**src/rtl/branch_seq.sv**
```systemverilog
// branch_seq: 6502-style conditional relative branch sequencer (2/3/4 cycle timing)
// consumes active-low N/V/C/Z flags and emits a one-cycle PC load with page fix-up
module branch_seq #(
    parameter bit CHECK_OP = 1'b1
) (
    input  logic        PHI0,
    input  logic        RES,
    input  logic        BR_START,
    input  logic [7:0]  IR,
    input  logic [15:0] PC_IN,
    input  logic [7:0]  DB,
    input  logic        n_NOUT,
    input  logic        n_VOUT,
    input  logic        n_COUT,
    input  logic        n_ZOUT,
    output logic [15:0] PC_OUT,
    output logic        PC_LOAD,
    output logic        TAKEN,
    output logic        PAGE_X,
    output logic        BUSY
);
    typedef enum logic [1:0] {IDLE, OPER, ADDL, ADDH} state_t;
    state_t state, nxt;
    logic [1:0] sel;
    logic cmp;
    logic [15:0] npc;
    logic [7:0] off, lo;
    logic [3:0] flags;
    logic flag, start;
    logic [8:0] sum;
    logic [15:0] pc_n;
    logic ld_n, taken_n, px_n;
    assign flags = {n_NOUT, n_VOUT, n_COUT, n_ZOUT};
    assign flag = ~flags[2'd3 - sel];
    assign start = BR_START && (!CHECK_OP || IR[4:0] == 5'b10000);
    assign sum = {1'b0, npc[7:0]} + {1'b0, off};
    always_comb begin
        nxt = state;
        pc_n = PC_OUT;
        ld_n = 1'b0;
        taken_n = TAKEN;
        px_n = PAGE_X;
        case (state)
            IDLE: nxt = start ? OPER : IDLE;
            OPER: begin
                if (flag != cmp) begin
                    pc_n = npc;
                    ld_n = 1'b1;
                    taken_n = 1'b0;
                    px_n = 1'b0;
                    nxt = IDLE;
                end else nxt = ADDL;
            end
            // a carry that disagrees with the offset sign means the high byte must move
            ADDL: begin
                if (off[7] == sum[8]) begin
                    pc_n = {npc[15:8], sum[7:0]};
                    ld_n = 1'b1;
                    taken_n = 1'b1;
                    px_n = 1'b0;
                    nxt = IDLE;
                end else nxt = ADDH;
            end
            ADDH: begin
                pc_n = {off[7] ? npc[15:8] - 8'd1 : npc[15:8] + 8'd1, lo};
                ld_n = 1'b1;
                taken_n = 1'b1;
                px_n = 1'b1;
                nxt = IDLE;
            end
            default: nxt = IDLE;
        endcase
    end
    always_ff @(posedge PHI0 or posedge RES) begin
        if (RES) begin
            state <= IDLE;
            PC_OUT <= 16'h0000;
            PC_LOAD <= 1'b0;
            TAKEN <= 1'b0;
            PAGE_X <= 1'b0;
            BUSY <= 1'b0;
            sel <= 2'd0;
            cmp <= 1'b0;
            npc <= 16'h0000;
            off <= 8'h00;
            lo <= 8'h00;
        end else begin
            state <= nxt;
            PC_OUT <= pc_n;
            PC_LOAD <= ld_n;
            TAKEN <= taken_n;
            PAGE_X <= px_n;
            BUSY <= nxt != IDLE;
            if (state == IDLE && start) begin
                sel <= IR[7:6];
                cmp <= IR[5];
                npc <= PC_IN + 16'd2;
            end
            if (state == OPER) off <= DB;
            if (state == ADDL) lo <= sum[7:0];
        end
    end
endmodule

```
**config.mk**
```make
export PLATFORM = sky130hd
export DESIGN_NAME = branch_seq
export DESIGN_NICKNAME = d
export VERILOG_FILES = /design/src/rtl/branch_seq.sv
export SDC_FILE = /design/constraint.sdc
export NUM_CORES = 1
export LEC_CHECK = 0
export CAP_MARGIN = 25
export CORE_ASPECT_RATIO = 1.4
export CORE_MARGIN = 1.5
export CORE_UTILIZATION = 53
export CTS_BUF_LIST = sky130_fd_sc_hd__clkbuf_16
export DETAILED_ROUTE_END_ITERATION = 16
export MAX_ROUTING_LAYER = met4
export PLACE_DENSITY = 0.84
export SYNTH_ARGS = -nofsm -noshare
export SYNTH_HDL_FRONTEND = slang
export SYNTH_SLANG_ARGS = --single-unit
```
**constraint.sdc**
```tcl
create_clock -name PHI0 -period 2.85 [get_ports PHI0]
set_input_delay 0.57 -clock PHI0 [delete_from_list [all_inputs] [get_ports PHI0]]
set_output_delay 0.57 -clock PHI0 [all_outputs]
set_load 0.02 [all_outputs]
```
==> results.ini <==
[sta]
fmax_mhz = 381.1
finalHoldViolations = 0
slew_headroom_pct = 47.13
fin_skew_ns = 0.003894
rsz0062_at_grt = no
worst_slew_pin_slew_ns = 0.7919
period_minus_slack_ns = 2.624
fin_crit_sh_pct = 92.08
finalSetupViolCount = 0
maxSlewViolCount = 0
setup-tns-final_ns = 0

[floorplanning]
die_area_sq_mm = 0.006832
fp-row-count = 34
core_sq_mm = 0.006168
die_y_um = 97.20
start_util_pct = 54.46
fp.dieW_um = 70.29
io_pins = 59

[cells_and_area]
drive_gt1_share_pct = 12.32
final_cell_mix = 58 x clkdlybuf4s50_1, 57 x dfrtp_1, 44 x nand2_1
fin_cells = 486
antenna_cells = 0
syn_to_final_growth_pct = 30.95
layout_commonest_cell = clkdlybuf4s50_1
final_net_count = 465

[clock_tree]
cts_tree = built
cts.sinks = 57
cts_setup_buffers = 0
numCtsBuffers = 9
htreeDepth = 3
cts_buffer_depth = 2
cts-hold-fix-buffers = 0
clkTransAtPathRegs_ns = 0.05
cts_root_buffer = clkbuf_16
cts.repair.resized = 0
insertion_delay_ns = 0.32

[route]
via_per_inst = 5.730
wl_um = 7357
drc = 0
firstDrtPassIters = 4
route.met2.wl_um = 3601
vias = 2785
met1_length_um = 3302
wl_met3_um = 294
wl_per_cell_um = 15.14
top_layer = met4
ant_nets = 0
drtIter0Drc = 167

[global_route]
grt_pass1_vias = 2747
grt_usage_pct = 24.34
grt_pass1_wl_um = 12970
grt_max_degree = 40
grt_overflow = 0
antenna_found_initial = 0

[power_and_ir_drop]
powerDensity_mw_per_mm2 = 1039
p_leak_nw = 1.946
ir_drop_mv = 0.4195

[run_status]
status = completed

[placed_design]
gp_congestion = 0.9046
numPortBuffers = 58
dp_hpwl_um = 5608
placedCellCount = 470

[worst_setup_path]
critPathRequiredTime_ns = 3.05
crit_type = reg -> reg
crit_path_end_kind = register
critPathLaunchType = register
r2r_slack_ns = 0.23
cp_max_fo = 18
cp.arrival_ns = 2.83

[synth]
syn_avg_cell_area_sq_um = 9.852
synth-seq-cells = 57
async_flop_share_pct = 100.0
synth_seq_area_share_pct = 42.46
synth.net_count = 397
syn_inst = 341
synth_warnings = 0
synth_area_sq_mm = 0.003359
synth_edf_count = 0
ys.flop_type = dfrtp_1
ys_types = 46

[worst_hold_path]
hold_class = reg -> reg

[job]
maxCapViolations = 0

## per-stage QoR
stage | instance area (sq um) | hold WS, ns | total power, mW | setup WS, ns | util (%)
after floorplan | 3359 | 0.4455 | 2.688 | 0.2199 | -
after global placement | 4065 | 0.4607 | 3.291 | 0.1617 | 65.90
after detailed placement | 4065 | 0.4669 | 3.360 | 0.1461 | 65.90
after CTS | 4399 | 0.4794 | 4.572 | 0.2131 | 71.32
after global routing | 4399 | 0.5149 | 4.869 | 0.1306 | 71.32
final | 4399 | 0.4809 | 4.571 | 0.2257 | 71.32
## area by class of cell
type                            instances  area, sq um
Multi-Input combinational cell        260         1824
Fill cell                             447         1769
Sequential cell                        57         1426
Timing Repair Buffer                   70        683.2
Clock buffer                            9        225.2
Clock inverter                          7        108.9
Tap cell                               72        90.09
Inverter                               11        41.29
## layer usage
layer | up-vias | GRT usage, %
li1 | 1374 | -
met3 | 13 | 3.631
met4 | 0 | 10.65
met5 | - | -
met1 | 1321 | 32.19
met2 | 77 | 37.23
## worst max-delay path, stage by stage (launching register included)
cell and delay, ns:
dfrtp_1 0.39, ha_1 0.25, fa_1 0.46, a211oi_4 0.27, o211ai_2 0.11, a2111o_1 0.38, and3_1 0.18, buf_12 0.16
mux2_4 0.30
## path summary, 6_finish.rpt
path / endpoint / cells after the start / start
worst max-delay path: PC_OUT[13]$_DFFE_PP0P_ / 8 / npc[0]$_DFFE_PP0P_
worst min-delay path: lo[0]$_DFFE_PP0P_ / 2 / lo[0]$_DFFE_PP0P_
worst max register to register: PC_OUT[13]$_DFFE_PP0P_ / 8 / npc[0]$_DFFE_PP0P_
worst min register to register: lo[0]$_DFFE_PP0P_ / 2 / lo[0]$_DFFE_PP0P_
max in group asynchronous: off[7]$_DFFE_PP0P_ / 3 / RES
min in group asynchronous: lo[1]$_DFFE_PP0P_ / 2 / RES
## cells in the mapped netlist, drive strengths merged (10+ instances only)
cell type   n  share of area [%]
dfrtp      57                 42
nand2      44                4.9
o21ai      35                5.2
mux2       19                7.2
a21oi      15                2.2
ha         15                5.6
nor2       14                1.6
a31oi      13                2.4
xnor2      12                3.1
inv        11                1.2
clkbuf     10                1.1
nand3      10                1.5
## flip-flops by register name, indices dropped and copies added, names as in the netlist
signal and cells:
PC_OUT 16, npc 16, lo 8, off 8
sel 2, state 2, BUSY 1, PAGE_X 1
PC_LOAD 1, TAKEN 1, cmp 1
## kinds of logic (layout without fill, tap and decap cells)
kind of cell | after synthesis | count (layout) | share of synthesized area, %
simple gates | 100 | 100 | 14.00
flops | 57 | 57 | 42.46
buf+inv | 24 | 97 | 3.240
mux | 28 | 28 | 10.20
compound gates | 95 | 95 | 18.10
fa+ha+maj | 17 | 17 | 6.778
xor+xnor | 20 | 20 | 5.214
## report_power, final
part	total, mW	switching, mW	internal [mW]
Combinational	2.03	1.05	0.971
Clock	1.19	0.345	0.842
Sequential	1.36	0.242	1.12
Total	4.57	1.64	2.93
Note: power is estimated with default switching activity, not from simulation.
